===== src/rtl/p2s_serializer.sv =====
// p2s_serializer: parallel-to-serial transmitter feeding an s2p shift register.
// Accepts a WIDTH-bit word on a valid/ready handshake and shifts it out
// MSB-first with load high for the data window. A one-cycle gap with load low
// and a done pulse follows each frame.
// Optional feature: define P2S_PARITY_EN to append an even-parity bit after
// the data bits. The load window then spans WIDTH+1 cycles.
module p2s_serializer #(
  parameter int unsigned WIDTH = 8
) (
  input  logic             clk,
  input  logic             rst,
  input  logic [WIDTH-1:0] din,
  input  logic             din_valid,
  output logic             din_ready,
  output logic             serout,
  output logic             load,
  output logic             busy,
  output logic             done
);

  localparam int unsigned CW = $clog2(WIDTH + 2);
`ifdef P2S_PARITY_EN
  localparam int unsigned NBITS = WIDTH + 1;
`else
  localparam int unsigned NBITS = WIDTH;
`endif
  localparam logic [CW-1:0] CNT_LAST = CW'(NBITS);

  typedef enum logic [1:0] {IDLE, SHIFT, GAP} state_t;

  state_t           state;
  logic [WIDTH-1:0] shreg;
  logic [CW-1:0]    cnt;
`ifdef P2S_PARITY_EN
  localparam logic [CW-1:0] CNT_DATA = CW'(WIDTH);
  logic             par;
`endif

  // Handshake and status decode straight from the state register
  assign din_ready = (state == IDLE);
  assign busy      = (state != IDLE);

  // Frame sequencer: capture, shift, gap; all outputs registered
  always_ff @(posedge clk or posedge rst) begin
    if (rst) begin
      state  <= IDLE;
      serout <= 1'b0;
      load   <= 1'b0;
      done   <= 1'b0;
      cnt    <= '0;
      shreg  <= '0;
`ifdef P2S_PARITY_EN
      par    <= 1'b0;
`endif
    end else begin
      case (state)
        IDLE: begin
          done <= 1'b0;
          if (din_valid) begin
            shreg  <= din << 1;
            serout <= din[WIDTH-1];
            load   <= 1'b1;
            cnt    <= CW'(1);
            state  <= SHIFT;
`ifdef P2S_PARITY_EN
            par    <= ^din;
`endif
          end
        end
        SHIFT: begin
          if (cnt == CNT_LAST) begin
            load   <= 1'b0;
            serout <= 1'b0;
            done   <= 1'b1;
            state  <= GAP;
          end
`ifdef P2S_PARITY_EN
          else if (cnt == CNT_DATA) begin
            serout <= par;
            cnt    <= cnt + 1'b1;
          end
`endif
          else begin
            serout <= shreg[WIDTH-1];
            shreg  <= shreg << 1;
            cnt    <= cnt + 1'b1;
          end
        end
        GAP: begin
          done  <= 1'b0;
          state <= IDLE;
        end
        default: state <= IDLE;
      endcase
    end
  end

endmodule


===== config.mk =====
export PLATFORM = sky130hd
export DESIGN_NAME = p2s_serializer
export DESIGN_NICKNAME = d
export VERILOG_FILES = /design/src/rtl/p2s_serializer.sv
export SDC_FILE = /design/constraint.sdc
export NUM_CORES = 1
export LEC_CHECK = 0
export CORE_MARGIN = 3
export CORE_UTILIZATION = 40
export CTS_CLUSTER_SIZE = 40
export DETAILED_ROUTE_END_ITERATION = 12
export PLACE_DENSITY = 0.74
export SKIP_CTS_REPAIR_TIMING = 1
export SLEW_MARGIN = 10
export SYNTH_ARGS = -nofsm -noshare
export SYNTH_HDL_FRONTEND = slang
export SYNTH_SLANG_ARGS = --single-unit

===== constraint.sdc =====
create_clock -name clk -period 4.7 [get_ports clk]
set_input_delay 1.175 -clock clk [delete_from_list [all_inputs] [get_ports clk]]
set_output_delay 1.175 -clock clk [all_outputs]
set_load 0.02 [all_outputs]

# After elaboration in Yosys (flattened, before gate mapping)
# Cells that the tools add are included.
# Widths: inputs -> output; s select.
classes:
  mux: 17
  addsub: 1
  n_reduce_logical: 10
  n_eq_ne: 6
op_table:
  columns: ["cell", "count"]
  rows:
  - ["$mux 8", 2]
  - ["$pmux 8 s2", 1]
  - ["$mux 4", 2]
  - ["$pmux 4 s2", 1]
  - ["$ne 2x2->1 const B", 3]
  - ["$pmux 1 s2", 3]
  - ["$reduce_and 2->1", 3]
  - ["$reduce_and 3->1", 2]
  - ["$reduce_bool 2->1", 3]
  - ["$mux 1", 5]
  - ["$add 4x1->4 const B", 1]
  - ["$eq 4x4->1 const B", 1]
  - ["$mux 2", 2]
  - ["$pmux 2 s2", 1]
  - ["$eq 2x1->1 const B", 1]
  - ["$eq 2x2->1 const B", 1]
  - ["$logic_not 2->1", 1]
  - ["$reduce_or 2->1", 1]
totals:
  word_cells: 40
  ff_bits: 17
  inputBits: 11
  out_inout_bits: 5

# Longest topological paths before layout
logic_depth:
  depth_word: 4
  depth_mapped: 6
  depth_no_buf: 6

# Worst setup path before layout
# No wires, ideal clock.
synth_timing:
  path_type: "flip-flop to output port"
  start: "register state[0]"
  end: "output busy"
  arrival_ps: 1121
  path_stages_with_launch: 4
  setup_slack_ps: 2404
  required_time_ps: 3525
  n_path_buf: 1
  path_cell_list: "dfrtp_1 > buf_4 > nor2_1 > inv_1"
synth_via:
  elab_chain_len: 1
synth_rtl:
  columns: ["item", "line_no", "source"]
  rows:
  - ["start, declared", "31", "state_t state;"]
  - ["start signal, assigned", "46", "state <= IDLE;"]
  - ["start signal, assigned", "64", "state <= SHIFT;"]
  - ["start signal, assigned", "75", "state <= GAP;"]
  - ["$reduce_bool 2->1", "41", "assign busy = (state != IDLE);"]
  - ["end, declared", "17", "output logic busy,"]
# No other way between the ends.

# Worst setup path after layout
# Same ends and word-level chain as after synthesis.

==> flow_summary.ini <==
[job]
max_cap_violations = 0

[timing]
finalCriticalPeriod_ps = 2920
maxSlewViolCount = 0
hold_violations = 0
setup_viol = 0
relSlewSlack_pct = 58.9
setup-tns-final_ps = 0
fmax_mhz = 343
rsz0062_at_grt = no
worst_pin_slew_ps = 616
finClkSkew_ps = 4.56
post-route-period-util_pct = 62.0

[global_route]
gr-usage-met3_pct = 2.85
grt_use_total_pct = 12.5
grt_pass1_wl_mm = 2.43
grt_use_met2_pct = 18.0
met1_usage_pct = 16.9
grt_overflow = 0
grt_pass1_vias = 535
grt.busiest_layer = met2
grt_max_degree = 17
antenna_found_initial = 0

[routing]
wl_per_cell_um = 13.1
ant_nets = 0
wirelength_mm = 1.48
dr.pass1.iters = 2
vias_per_cell = 4.96
drc = 0
drt_iter0_drc = 10
vias = 561

[die]
io_pins = 16
rows = 16
die_w_um = 52.3
start_util_pct = 42.9
die_area_um2 = 2740
coreArea_um2 = 2000
die_y_um = 52.3

[critical_path]
endpoint_kind = output port
crit_type = reg -> out
worstPathMaxFanout = 11
start_kind = register
crit_required_ps = 3520
arrival_ps = 1740

[clock_network]
clock_latency_ps = 290
htreeDepth = 1
root_buffer = clkbuf_4
cts.clk_slew.worst_paths_ps = 100
cts_tree = yes
clockBufferDepth = 2
cts_buffers = 3
cts.sinks = 16

[cells_and_area]
final_layout_size_suffix_gt1_share_pct = 23.3
antennaDiodeCount = 0
syn_to_final_growth_pct = 23.5
design_area_um2 = 1060
regArea_um2 = 400
nNetsFinal = 100
multiInputGateArea_um2 = 404
fill_cells = 177

[power]
finalPower_uw = 655
p_leak_nw = 0.495
peakVddDrop_uv = 273
power_density_nw_per_um2 = 618

[synth]
synth_warnings = 0
netlist_area_um2 = 858
synthesis.instances = 69
ys_types = 23
synth_area_per_cell_um2 = 12.4
ys_ff_latch = 16
syn_nets = 82
yosysSeqAreaShare_pct = 46.6

[placement]
place_congestion = 0.673
port_buffers = 15
dpl_cell_area_um2 = 1020
dp_hpwl_mm = 1.12

[outcome]
outcome = complete, no violations

[hold_path]
hold_path.class = reg -> reg
==> state kept, by name, indices dropped and copies added, names as in the netlist <==
| register | cells |
|---|---|
| cnt | 4 |
| done | 1 |
| load | 1 |
| serout | 1 |
| shreg | 7 |
| state | 2 |
==> synth_stat cells, drive strengths merged <==
cell type	count	share of area, %
o21bai	1	2.2
a32o	1	1.2
nand2b	1	1.6
a21o	2	2.6
a32oi	1	1.0
and3b	1	1.0
nand3	4	2.3
nor2b	2	1.5
dfrtp	16	47
nor2	4	1.7
ha	2	2.9
nand3b	1	0.87
mux2	12	21
o21ai	5	2.9
o311ai	1	1.0
a22o	1	1.0
nand2	1	0.44
buf	2	2.2
a21oi	3	1.7
inv	8	4.1
==> critical path: stages (launching register included) <==
cell and delay [ps]:
dfrtp_1 630, nor2_1 140, inv_1 80, clkdlybuf4s50_1 600
==> placed cells by master, fill, tap and decap left out, types with 3 or more instances in the layout <==
master | synthesis | layout
dfrtp_1 | 16 | 16
clkdlybuf4s50_1 | 0 | 15
mux2_4 | 12 | 12
inv_1 | 7 | 7
o21ai_0 | 5 | 5
nor2_1 | 4 | 4
nand3_1 | 4 | 4
a21oi_1 | 3 | 3
clkbuf_4 | 0 | 3
==> power by group <==
part	switching, mW	leakage [nW]	internal (mW)
Clock	0.0454	0.0210	0.0471
Sequential	0.0501	0.202	0.194
Combinational	0.130	0.273	0.189
==> final timing paths <==
path                                      start              endpoint  slack (ps)  depth (start not counted)
max reg2reg                  cnt[0]$_DFFE_PP0P_  shreg[4]$_DFFE_PP0P_        3010                          6
max in group asynchronous                   rst  shreg[2]$_DFFE_PP0P_        3050                          2
min                        shreg[1]$_DFFE_PP0P_  shreg[1]$_DFFE_PP0P_         510                          1
min in group asynchronous                   rst  state[1]$_DFFE_PP0P_        1250                          2
max                        state[0]$_DFFE_PP0P_                  busy        1780                          3
min reg2reg                shreg[1]$_DFFE_PP0P_  shreg[1]$_DFFE_PP0P_         510                          1
==> cell type report <==
type	count	share of cell area, %
multi-input combinational	43	38.1
sequential	16	37.8
timing repair buffer	15	14.2
clock buffer	4	3.42
inverter	8	3.31
tap	27	3.19
==> per-stage QoR <==
step | util (%) | std cells | setup slack [ps] | hold WS, ps
2_1_floorplan | - | 69 | 2400 | 466
3_3_place_gp | 51.1 | 109 | 2080 | 482
3_5_place_dp | 51.1 | 109 | 2070 | 486
4_1_cts | 52.9 | 113 | 1780 | 508
5_1_grt | 52.9 | 113 | 1670 | 537
6_report | 52.9 | 113 | 1780 | 506
==> cells by family after synthesis <==
group           count (synthesis)  share of synthesized area (%)
flops                          16                           46.6
compound gates                 15                           13.7
simple gates                   14                           9.47
mux                            12                           21.0
buf+inv                        10                           6.27
fa+ha+maj                       2                           2.91
==> per-layer routing <==
metal / vias to the layer above / wire [um]
li1: 275 / -
met1: 272 / 729
met2: 12 / 671
met3: 2 / 69
met4: 0 / 13
met5: - / 0
(Power assumes the default switching activity.)
==> variant 1, RTL diff (same settings) <==
Build with the macro `P2S_PARITY_EN` defined.
--- a/src/rtl/p2s_serializer.sv
+++ b/src/rtl/p2s_serializer.sv
@@ -4,6 +4,8 @@
 // and a done pulse follows each frame.
 // Optional feature: define P2S_PARITY_EN to append an even-parity bit after
 // the data bits. The load window then spans WIDTH+1 cycles.
+`define P2S_PARITY_EN
+
 module p2s_serializer #(
   parameter int unsigned WIDTH = 8
 ) (
Function: changed (Yosys sat finds a counterexample within 10 cycles, from zero or initial values and one cycle with rst high).
==> variant 1 against the original RTL <==
Combinational power up 21%; wire length up 21%; sequential cell count up 1; final area up 9.1%; total power up 9.8%; worst setup slack better by 0.15 ns; area after synthesis up 12%; synthesized cell count up 38%.
==> variant 1: results (changes against the original RTL) <==
VDD IR max: 0.2858 mV (was 0.2733 mV)
Via density: 4.993 (was 4.965)
status: finished clean (unchanged)
gpl congestion: 0.8307 (was 0.6734)
layout cells sized above 1: 14.29% (was 23.26%)
Routed WL: 1797 um (was 1484 um)
post-synthesis adder-cell area fraction: 3.911% (was 2.915%)
Post-DP HPWL: 1418 um (was 1122 um)
post-synthesis mux area share: 11.60% (was 20.99%)
GR Util met3: 1.609% (was 2.849%)
post-synthesis cell count: 95 (was 69)
Synth area leaders: dfrtp_1 44%, mux2_4 9.4%, nand2_1 8.2% (was dfrtp_1 47%, mux2_4 21%, inv_1 3.1%)
fillcell total: 219 (was 177)
Place WS: 1.859 ns (was 2.067 ns)
Post-synth top cells: 21 x nand2_1, 17 x dfrtp_1, 9 x nor2_1 (was 16 x dfrtp_1, 12 x mux2_4, 7 x inv_1)
via count: 699 (was 561)
crit path max fanout: 7 (was 11)
met1 WL: 794 um (was 729 um)
met2 wire len: 886 um (was 671 um)
grt met1 use: 19.70% (was 16.90%)
Inst Count DP: 136 (was 109)
max_slew headroom: 58.64% (was 58.88%)
reg-to-reg setup timing slack: 2.97 ns (was 3.01 ns)
GRT Total Usage: 15.27% (was 12.54%)
Worst Path Arrival: 1.59 ns (was 1.74 ns)
## variant 1: worst max-delay path: stages, from the launching register on
cell and delay, ns:
dfrtp_1 0.47, nor2_1 0.20, clkdlybuf4s50_1 0.63
## variant 1: power by group
group,total [uW],internal [uW],switching [uW],leakage (uW)
Clock,79.4,31.8,47.6,0.0000177
Combinational,387,192,195,0.000313
Sequential,253,208,45.5,0.000212
Total,719,431,288,0.000542
## variant 1: final timing paths
kind,from,end
max in group asynchronous,rst,cnt[3]
min reg2reg,done,done
min in group asynchronous,rst,cnt[0]
min,done,done
max reg2reg,cnt[1],shreg[2]
max,state[1],din_ready
## variant 1: area by class of cell
class / count / area [um^2] / area share, %
clock buffer: 3 / 22.52 / 1.948
clock inverter: 1 / 5.005 / 0.4329
inverter: 7 / 26.28 / 2.273
multi-input combinational: 69 / 491.7 / 42.53
sequential: 17 / 425.4 / 36.80
tap: 28 / 35.03 / 3.030
timing repair buffer: 15 / 150.1 / 12.99
==> variant 2, RTL diff (same flow settings) <==
Made on the original files. Encoding of `state_t`: now one-hot (3 bits for 3 states).
--- a/src/rtl/p2s_serializer.sv
+++ b/src/rtl/p2s_serializer.sv
@@ -26,7 +26,7 @@
 `endif
   localparam logic [CW-1:0] CNT_LAST = CW'(NBITS);
 
-  typedef enum logic [1:0] {IDLE, SHIFT, GAP} state_t;
+  typedef enum logic [2:0] {IDLE = 3'b001, SHIFT = 3'b010, GAP = 3'b100} state_t;
 
   state_t           state;
   logic [WIDTH-1:0] shreg;
Behaviour: same outputs for any inputs over 10 cycles, from zero or initial values and one cycle with rst high; not proved beyond that.
==> variant 2 against the original RTL <==
Final area is 1.1% lower; die area down 0.11%; combinational power is 17% lower; maximum frequency decreased by 1.2%; sequential cell count is 1 higher; total power decreased by 9.0%; wire length is 15% higher; area after synthesis decreased by 0.15%; worst setup slack got worse by 0.036 ns; critical path type unchanged; largest cell class is now sequential cells; hold slack got worse by 0.0081 ns; count of clock-buffer cells in the layout unchanged; first-iteration DRC count up 10%; synthesized cell count grew 10%.
==> variant 2: results (changes against the original RTL) <==
largest net degree at the start of global routing: 18 (was 17)
post-synthesis cell count: 76 (was 69)
DR WL/cell: 14.37 um (was 13.13 um)
status: finished clean (unchanged)
router iterations before antenna repair: 4 (was 2)
Post-DP HPWL: 1213 um (was 1122 um)
PortBufs: 15 (unchanged)
highest-power group: combinational cells (unchanged)
Synth async-reset ratio: 100.0% (unchanged)
htree depth: 1 (unchanged)
Clock Skew: 0.001698 ns (was 0.004561 ns)
Inst Count DP: 115 (was 109)
Top FF cell, synth: dfrtp_1 (unchanged)
drt drc: 0 (unchanged)
Post-synth top cells: 16 x dfrtp_1, 7 x o2bb2ai_1, 6 x a32oi_1, 6 x and2_1, 6 x inv_1 (was 16 x dfrtp_1, 12 x mux2_4, 7 x inv_1)
crit path max fanout: 7 (was 11)
Place WS: 2.064 ns (was 2.067 ns)
worst hold-check path type: flip-flop to flip-flop (unchanged)
Synth area leaders: dfrtp_1 47%, o2bb2ai_1 7.2%, a32oi_1 6.1% (was dfrtp_1 47%, mux2_4 21%, inv_1 3.1%)
Synth Warn #: 0 (unchanged)
initial antenna violation count: 0 (unchanged)
Seq power: 254 uW (was 244 uW)
global-route wire length before repair: 2773 um (was 2428 um)
GRT Total Usage: 14.10% (was 12.54%)
DP Area: 1022 um^2 (was 1023 um^2)
Leak: 0.0004397 uW (was 0.0004954 uW)
post-synthesis compound-gate area fraction: 22.04% (was 13.70%)
layout cells sized above 1: 7.609% (was 23.26%)
Worst Path Arrival: 1.78 ns (was 1.74 ns)
CTS max path bufs: 2 (unchanged)
Reg power frac: 42.5% (was 37.2%)
Top Registers: shreg (7), cnt (4), state (3) (was shreg (7), cnt (4), state (2))
Sw Share: 38.85% (was 34.34%)
ant diodes: 0 (unchanged)
register area share after synthesis: 49.78% (was 46.65%)
max_slew headroom: 57.45% (was 58.88%)
most common cell after layout, fill and taps aside: dfrtp_1 (unchanged)
fillcell total: 188 (was 177)
Inserted Clock Buffers: 3 (unchanged)
critical path's largest stage delay: 0.65 ns (was 0.63 ns)
post-synthesis mux area share: 3.796% (was 20.99%)
Via density: 5.521 (was 4.965)
clock-pin slew of the registers on the worst-case setup and hold paths: 0.10 ns (about the same)
post-synthesis cell type count: 30 (was 23)
Post-Synth XOR/XNOR Area: 1.022% (was 0%)
slowest CP cell: clkdlybuf4s50_1 (was dfrtp_1)
VDD IR max: 0.2927 mV (was 0.2733 mV)
Mean Syn Cell Area: 11.28 um^2 (was 12.44 um^2)
Routed WL: 1710 um (was 1484 um)
clk root buf: clkbuf_4 (unchanged)
First DRT Iteration DRCs: 11 (was 10)
vias in the first global route: 640 (was 535)
post-synthesis adder-cell area fraction: 2.920% (was 2.915%)
Nets: 106 (was 100)
Combinational Power Share: 44.4% (was 48.6%)
gpl congestion: 0.8305 (was 0.6734)
net count after synthesis: 89 (was 82)
[variant 2: changes by cell type in the layout (fill, tap and decap cells not counted), moves of 3 or more]
cell       delta
mux2_4       -12
nand3_1       -3
a32oi_1       +5
o2bb2ai_1     +7
and2_1        +6
[variant 2: worst paths after layout]
path | from | endpoint | slack (ns) | depth (start not counted)
worst max-delay path | state[0] | din_ready | 1.75 | 2
worst min-delay path | shreg[4] | shreg[4] | 0.50 | 1
worst max register to register | state[1] | shreg[1] | 2.78 | 3
worst min register to register | shreg[4] | shreg[4] | 0.50 | 1
max in group asynchronous | rst | shreg[3] | 3.03 | 2
min in group asynchronous | rst | shreg[2] | 1.26 | 2
[variant 2: final cells by class]
| cell class | instances | area [um^2] | share of cell area (%) |
|---|---|---|---|
| Tap cell | 27 | 33.78 | 3.222 |
| Timing Repair Buffer | 15 | 150.1 | 14.32 |
| Multi-Input combinational cell | 49 | 385.4 | 36.75 |
| Inverter | 7 | 26.28 | 2.506 |
| Clock buffer | 4 | 26.28 | 2.506 |
| Sequential cell | 17 | 426.7 | 40.69 |
[variant 2: per-layer routing]
metal / up-vias / track usage [%] / part of all wire [%]
li1: 319 / - / -
met1: 320 / 19.82 / 49
met2: 16 / 20.25 / 45
met3: 2 / 5.128 / 5.7
met4: 0 / 3.830 / 0.58
met5: - / 0 / 0
[variant 2: cells by family after synthesis]
| family | Yosys count |
|---|---|
| AO/OA/AOI/OAI | 24 |
| AND/OR/NAND/NOR | 20 |
| flip-flops | 17 |
| buffers and inverters | 10 |
| multiplexers | 2 |
| adder cells (fa/ha/maj) | 2 |
| XOR/XNOR | 1 |
[variant 2: critical path, delay by kind of cell (launching register included)]
family | cells | cell delay, ns
buffers and inverters | 1 | 0.65
flip-flops | 1 | 0.59
AND/OR/NAND/NOR | 1 | 0.25
